$ cat config.mk
export PLATFORM = sky130hd
export DESIGN_NAME = serial_subtractor
export DESIGN_NICKNAME = d
export VERILOG_FILES = /design/src/rtl/serial_subtractor_pkg.sv /design/src/rtl/serial_subtractor_half_subtractor.sv /design/src/rtl/serial_subtractor.sv
export SDC_FILE = /design/constraint.sdc
export NUM_CORES = 1
export LEC_CHECK = 0
export CORE_MARGIN = 5
export CORE_UTILIZATION = 29
export CTS_CLUSTER_SIZE = 28
export DETAILED_ROUTE_END_ITERATION = 16
export DONT_BUFFER_PORTS = 1
export SYNTH_ARGS = -nofsm -noshare
export SYNTH_HDL_FRONTEND = slang
export SYNTH_SLANG_ARGS = --single-unit
$ cat constraint.sdc
create_clock -name clk -period 1.5 [get_ports clk]
set_input_delay 0.3 -clock clk [delete_from_list [all_inputs] [get_ports clk]]
set_output_delay 0.3 -clock clk [all_outputs]
set_load 0.02 [all_outputs]
$ cat src/rtl/serial_subtractor_pkg.sv
`default_nettype none
// ============================================================================
// Module      : serial_subtractor_pkg
// Description : Shared types and helpers for the bit-serial subtractor.
//               state_t   - control FSM encoding (IDLE, BUSY, DONE)
//               cnt_width - bit-counter width for a given operand width
// Revision    : 1.0 - initial release
// ============================================================================
package serial_subtractor_pkg;

    typedef enum logic [1:0] {
        IDLE = 2'd0,
        BUSY = 2'd1,
        DONE = 2'd2
    } state_t;

    // The counter must be able to hold 0..w and be at least one bit wide,
    // so that a one-bit datapath still has a legal counter.
    function automatic int cnt_width(input int w);
        int c;
        c = $clog2(w + 1);
        return (c < 1) ? 1 : c;
    endfunction

endpackage
`default_nettype wire

$ cat src/rtl/serial_subtractor_half_subtractor.sv
`default_nettype none
// ============================================================================
// Module      : half_subtractor
// Description : One-bit half subtractor, x - y.
// Ports       : x      - minuend bit
//               y      - subtrahend bit
//               diff   - x ^ y
//               borrow - set when x = 0 and y = 1
// Revision    : 1.0 - initial release
// ============================================================================
module half_subtractor (
    input  logic x,
    input  logic y,
    output logic diff,
    output logic borrow
);

    assign diff   = x ^ y;
    assign borrow = ~x & y;

endmodule
`default_nettype wire

$ cat src/rtl/serial_subtractor.sv
`default_nettype none
// ============================================================================
// Module      : serial_subtractor
// Description : Bit-serial unsigned subtractor, diff = (a - b) mod 2^W and
//               borrow = (a < b). One bit per clock, LSB first, with
//               valid/ready handshakes on both sides. Operations never overlap.
// Ports       : clk       - rising-edge clock
//               rst       - synchronous active-high reset
//               in_valid  - a/b are valid
//               in_ready  - block is idle and can accept a/b
//               a, b      - unsigned minuend / subtrahend
//               out_valid - diff/borrow are valid (held until out_ready)
//               out_ready - downstream accepts the result
//               diff      - (a - b) mod 2^DATA_WIDTH
//               borrow    - 1 iff a < b
// Revision    : 1.0 - initial release
// ============================================================================
module serial_subtractor
    import serial_subtractor_pkg::*;
#(
    parameter int DATA_WIDTH = 8
) (
    input  logic                  clk,
    input  logic                  rst,
    input  logic                  in_valid,
    output logic                  in_ready,
    input  logic [DATA_WIDTH-1:0] a,
    input  logic [DATA_WIDTH-1:0] b,
    output logic                  out_valid,
    input  logic                  out_ready,
    output logic [DATA_WIDTH-1:0] diff,
    output logic                  borrow
);

    localparam int                 c_cnt_w = cnt_width(DATA_WIDTH);
    localparam logic [c_cnt_w-1:0] c_last  = c_cnt_w'(DATA_WIDTH - 1);

    state_t                  r_state;
    logic [DATA_WIDTH-1:0]   r_a;
    logic [DATA_WIDTH-1:0]   r_b;
    logic                    r_bflop;
    logic [c_cnt_w-1:0]      r_cnt;

    logic                    w_d1;
    logic                    w_b1;
    logic                    w_dbit;
    logic                    w_b2;
    logic                    w_bout;
    logic                    w_busy;
    logic [DATA_WIDTH-1:0]   w_res_next;

    // Full-subtract bit slice built from two half subtractors.
    half_subtractor u_hs_xy (
        .x      (r_a[0]),
        .y      (r_b[0]),
        .diff   (w_d1),
        .borrow (w_b1)
    );

    half_subtractor u_hs_bin (
        .x      (w_d1),
        .y      (r_bflop),
        .diff   (w_dbit),
        .borrow (w_b2)
    );

    assign w_bout   = w_b1 | w_b2;
    assign w_busy   = (r_state == BUSY);
    assign in_ready = (r_state == IDLE);

    // The result shift register only needs DATA_WIDTH-1 bits: the final diff
    // bit is taken straight from the slice and concatenated on the last cycle,
    // so the full word lands in diff in the same edge that enters DONE.
    generate
        if (DATA_WIDTH == 1) begin : g_res_single
            assign w_res_next = w_dbit;
        end else begin : g_res_shift
            logic [DATA_WIDTH-2:0] r_res;

            assign w_res_next = {w_dbit, r_res};

            always_ff @(posedge clk) begin
                if (rst) begin
                    r_res <= '0;
                end else if (w_busy) begin
                    r_res <= w_res_next[DATA_WIDTH-1:1];
                end
            end
        end
    endgenerate

    always_ff @(posedge clk) begin
        if (rst) begin
            r_state   <= IDLE;
            r_a       <= '0;
            r_b       <= '0;
            r_bflop   <= 1'b0;
            r_cnt     <= '0;
            out_valid <= 1'b0;
            diff      <= '0;
            borrow    <= 1'b0;
        end else begin
            case (r_state)
                IDLE: begin
                    if (in_valid) begin
                        r_a     <= a;
                        r_b     <= b;
                        r_bflop <= 1'b0;
                        r_cnt   <= '0;
                        r_state <= BUSY;
                    end
                end
                BUSY: begin
                    r_a     <= r_a >> 1;
                    r_b     <= r_b >> 1;
                    r_bflop <= w_bout;
                    r_cnt   <= r_cnt + c_cnt_w'(1);
                    if (r_cnt == c_last) begin
                        // Borrow out of the MSB is exactly the a < b flag.
                        diff      <= w_res_next;
                        borrow    <= w_bout;
                        out_valid <= 1'b1;
                        r_state   <= DONE;
                    end
                end
                DONE: begin
                    if (out_ready) begin
                        out_valid <= 1'b0;
                        r_state   <= IDLE;
                    end
                end
                default: begin
                    r_state <= IDLE;
                end
            endcase
        end
    end

endmodule
`default_nettype wire

==> run_summary.xml, run 1 <==
<?xml version="1.0" encoding="UTF-8"?>
<metrics>
  <group name="synthesis">
    <metric name="synth_simple_gate_area_share" unit="%">16.7</metric>
    <metric name="multiplexer_fraction_of_the_synthesized_cell_area" unit="%">0</metric>
    <metric name="synth_area_leader_cell" unit="">sky130_fd_sc_hd__dfxtp_1</metric>
    <metric name="synth_top_cells_by_area" unit="">sky130_fd_sc_hd__dfxtp_1 (47%), sky130_fd_sc_hd__a211oi_1 (6.5%), sky130_fd_sc_hd__a21oi_1 (5.8%)</metric>
    <metric name="synth-edff-count" unit="">0</metric>
    <metric name="async_flop_share" unit="%">0</metric>
    <metric name="yosys_reg_bits" unit="">40</metric>
    <metric name="synth_xor_xnor_area_share" unit="%">0</metric>
    <metric name="largest_family_of_logic_cells_by_synthesized_area" unit="">compound AO/OA/AOI/OAI gates</metric>
    <metric name="synth_cells" unit="">195</metric>
    <metric name="ys_warn_count" unit="">0</metric>
    <metric name="syn_nets" unit="">217</metric>
    <metric name="yosysTopAreaCellShare" unit="%">46.5</metric>
    <metric name="post_synth.cell_area_avg" unit="µm²">8.82</metric>
    <metric name="synth_ff_type" unit="">sky130_fd_sc_hd__dfxtp_1</metric>
    <metric name="share_of_the_yosys_chip_area_belonging_to_registers" unit="%">46.5</metric>
    <metric name="synthAdderAreaFrac" unit="%">1.89</metric>
    <metric name="synth_cell_types" unit="">33</metric>
    <metric name="synth_compound_area_share" unit="%">27.9</metric>
    <metric name="mappedNetlistArea" unit="mm²">0.00172</metric>
  </group>
  <group name="critical_path">
    <metric name="timing.critical_path.arrival" unit="ns">1.10</metric>
    <metric name="critPathSlowestCell" unit="">sky130_fd_sc_hd__dfxtp_1</metric>
    <metric name="critical_path_required" unit="ns">1.20</metric>
    <metric name="sort_of_element_at_the_end_of_the_critical_path" unit="">output port</metric>
    <metric name="critPathLaunchType" unit="">flip-flop</metric>
    <metric name="path_class" unit="">flip-flop to output port</metric>
    <metric name="worst_stage_delay_on_the_critical_path" unit="ns">0.46</metric>
    <metric name="worst-path-max-fanout" unit="">9</metric>
    <metric name="path_cells" unit="">buf_4, nor2_4, buf_6</metric>
  </group>
  <group name="sta">
    <metric name="timing.setup.tns" unit="ns">0</metric>
    <metric name="hold_vio_cnt_final" unit="">0</metric>
    <metric name="final.period_utilization" unit="%">93.4</metric>
    <metric name="slew-limit-headroom" unit="%">78.2</metric>
    <metric name="finalCriticalPeriod" unit="ns">1.40</metric>
    <metric name="endpoints_failing_setup" unit="">0</metric>
    <metric name="finClkSkew" unit="ns">0.00435</metric>
    <metric name="worstMarginPinSlew" unit="ns">0.326</metric>
    <metric name="final-max-slew-violation-count" unit="">0</metric>
    <metric name="achievable-frequency" unit="GHz">0.714</metric>
    <metric name="unrepaired_setup_endpoints_after_global_routing" unit="">no</metric>
  </group>
  <group name="route">
    <metric name="drt_first_iter_violations" unit="">78</metric>
    <metric name="drc" unit="">0</metric>
    <metric name="ant_nets" unit="">0</metric>
    <metric name="dr.pass1.iters" unit="">4</metric>
    <metric name="drt-total-wl" unit="mm">3.88</metric>
    <metric name="wl_per_cell" unit="µm">14.1</metric>
    <metric name="dr_total_vias" unit="">1395</metric>
    <metric name="vias_cell" unit="">5.09</metric>
  </group>
  <group name="run">
    <metric name="max_cap_viol_count" unit="">0</metric>
  </group>
  <group name="die">
    <metric name="dieWidth" unit="µm">87.0</metric>
    <metric name="fp.coreArea" unit="mm²">0.00585</metric>
    <metric name="initial_core_util" unit="%">29.4</metric>
    <metric name="floorplan.die_area" unit="mm²">0.00757</metric>
    <metric name="boundaryPins" unit="">31</metric>
    <metric name="chipHeight" unit="µm">87.0</metric>
    <metric name="rows" unit="">28</metric>
  </group>
  <group name="cts">
    <metric name="cts-htree-levels" unit="">2</metric>
    <metric name="worst_setup_hold_path_clk_slew" unit="ns">0.08</metric>
    <metric name="clock_tree.root_cell" unit="">sky130_fd_sc_hd__clkbuf_8</metric>
    <metric name="clock_latency_at_the_later_pin_of_the_worst_skew_pair" unit="ns">0.29</metric>
    <metric name="max-clock-path-buffers" unit="">2</metric>
    <metric name="cts_made_buffers" unit="">5</metric>
    <metric name="cts_hold_repair.buffers" unit="">0</metric>
    <metric name="clock_tree_from_tritoncts" unit="">built</metric>
    <metric name="clock-sinks" unit="">40</metric>
  </group>
  <group name="power_and_ir_drop">
    <metric name="power-per-cell-area" unit="mW/mm²">1130</metric>
    <metric name="worst_ir_drop_vdd" unit="V">0.000463</metric>
    <metric name="power_leakage" unit="nW">0.675</metric>
  </group>
  <group name="finish">
    <metric name="design.final.nets" unit="">219</metric>
    <metric name="mostFrequentLayoutCell" unit="">sky130_fd_sc_hd__dfxtp_1</metric>
    <metric name="mostFrequentLayoutCells" unit="">sky130_fd_sc_hd__dfxtp_1 (39), sky130_fd_sc_hd__nor2_1 (24), sky130_fd_sc_hd__nand2_1 (21)</metric>
    <metric name="final_core_utilization" unit="%">33.2</metric>
    <metric name="num-fill-cells" unit="">600</metric>
    <metric name="post_route_cells_drive_above_1_share" unit="%">16.7</metric>
    <metric name="flow.area_growth_from_synthesis" unit="%">12.9</metric>
  </group>
  <group name="placed_design">
    <metric name="globalplace.congestion" unit="">0.764</metric>
    <metric name="io_buffers" unit="">0</metric>
    <metric name="place_hpwl" unit="mm">2.60</metric>
  </group>
  <group name="grt">
    <metric name="antenna_found_initial" unit="">1</metric>
    <metric name="grt_start_max_net_pins" unit="">41</metric>
    <metric name="first_global_vias" unit="">1338</metric>
    <metric name="grt_first_pass_wirelength" unit="mm">6.55</metric>
    <metric name="global_routing_usage_summed_across_all_routing_layers" unit="%">11.0</metric>
    <metric name="grt-ovfl-total" unit="">0</metric>
  </group>
  <group name="worst_hold_path">
    <metric name="hold_path_class" unit="">input port to flip-flop</metric>
  </group>
  <group name="status">
    <metric name="run_status" unit="">complete, no violations</metric>
  </group>
</metrics>
-- sequential cells by signal (all words and copies together) (netlist names) --
name,count
r_cnt,4
diff,8
r_bflop,1
r_b,8
g_res_shift.r_res,7
borrow,1
r_a,8
r_state,2
out_valid,1
-- critical path, delay by kind of cell, from the launching register on --
family                 cells  cell delay [ns]
buffers and inverters      2             0.30
flip-flops                 1             0.46
AND/OR/NAND/NOR            1             0.04
-- worst paths after layout --
path	startpoint	to	slack [ns]	cells after the start
setup / recovery	r_state[1]	in_ready	0.1	3
hold / removal	rst	diff[1]	0.07	1
setup reg to reg	r_cnt[0]	diff[7]	0.13	5
hold reg to reg	g_res_shift.r_res[0]	g_res_shift.r_res[0]	0.45	2
-- synth_stat cells (all sizes together) (2+ instances only) --
| cell | n |
|---|---|
| inv | 4 |
| nand2b | 2 |
| nand2 | 21 |
| nor2 | 25 |
| nand3 | 10 |
| dfxtp | 40 |
| a21oi | 20 |
| o22ai | 7 |
| and3b | 2 |
| clkbuf | 7 |
| a21bo | 8 |
| a211oi | 15 |
| or3 | 2 |
| buf | 10 |
| o2bb2ai | 7 |
-- cell type report --
cell class | count | area [µm²] | share of cell area [%]
Multi-Input combinational cell | 134 | 808 | 41.6
Clock buffer | 6 | 72.6 | 3.74
Clock inverter | 2 | 35.0 | 1.80
Timing Repair Buffer | 12 | 106 | 5.48
Inverter | 4 | 18.8 | 0.966
Tap cell | 75 | 93.8 | 4.83
Sequential cell | 40 | 805 | 41.4
Antenna cell | 1 | 2.50 | 0.129
-- timing repair --
item	in CTS	in global routing
cloned	0	0
buffers inserted	1	0
setup endpoints to repair	1	2
pin swaps	0	1
gates resized for setup	5	1
-- metal layers --
layer | global-route usage (%) | part of all wire, %
met1 | 14.8 | 46
met2 | 15.3 | 43
met3 | 4.92 | 9.7
met4 | 4.25 | 1.5
met5 | 0 | 0
-- power breakdown --
| part | internal [mW] | switching [mW] | total (mW) | leakage (nW) |
|---|---|---|---|---|
| clock network | 0.494 | 0.367 | 0.861 | 0.0552 |
| logic | 0.0920 | 0.107 | 0.199 | 0.292 |
| registers | 1.11 | 0.0284 | 1.14 | 0.327 |
-- through the flow --
| step | total power, mW | cells | hold WS, ns | setup slack, ns | instance area, µm² |
|---|---|---|---|---|---|
| 2_1_floorplan | 1.32 | 195 | 0.437 | 0.266 | 1720 |
| 3_3_place_gp | 1.35 | 265 | 0.373 | 0.176 | 1810 |
| 3_5_place_dp | 1.35 | 265 | 0.375 | 0.163 | 1810 |
| 4_1_cts | 2.23 | 274 | 0.0605 | 0.0259 | 1940 |
| 5_1_grt | 2.30 | 274 | 0.0512 | 0.0383 | 1940 |
| 6_report | 2.20 | 274 | 0.0684 | 0.0995 | 1940 |
-- logic make-up after synthesis --
| group | after synthesis |
|---|---|
| simple gates | 65 |
| buf+inv | 21 |
| fa+ha+maj | 2 |
| compound gates | 67 |
| flops | 40 |
No activity file was read; power rests on OpenSTA's default activity.
==> run 2, diff against run 1 <==
--- a/config.mk
+++ b/config.mk
@@ -13,3 +13,4 @@
 export SYNTH_ARGS = -nofsm -noshare
 export SYNTH_HDL_FRONTEND = slang
 export SYNTH_SLANG_ARGS = --single-unit
+export TNS_END_PERCENT = 5
==> results of run 2 <==
The final DEF is identical to that of run 1; final timing and power are the same.
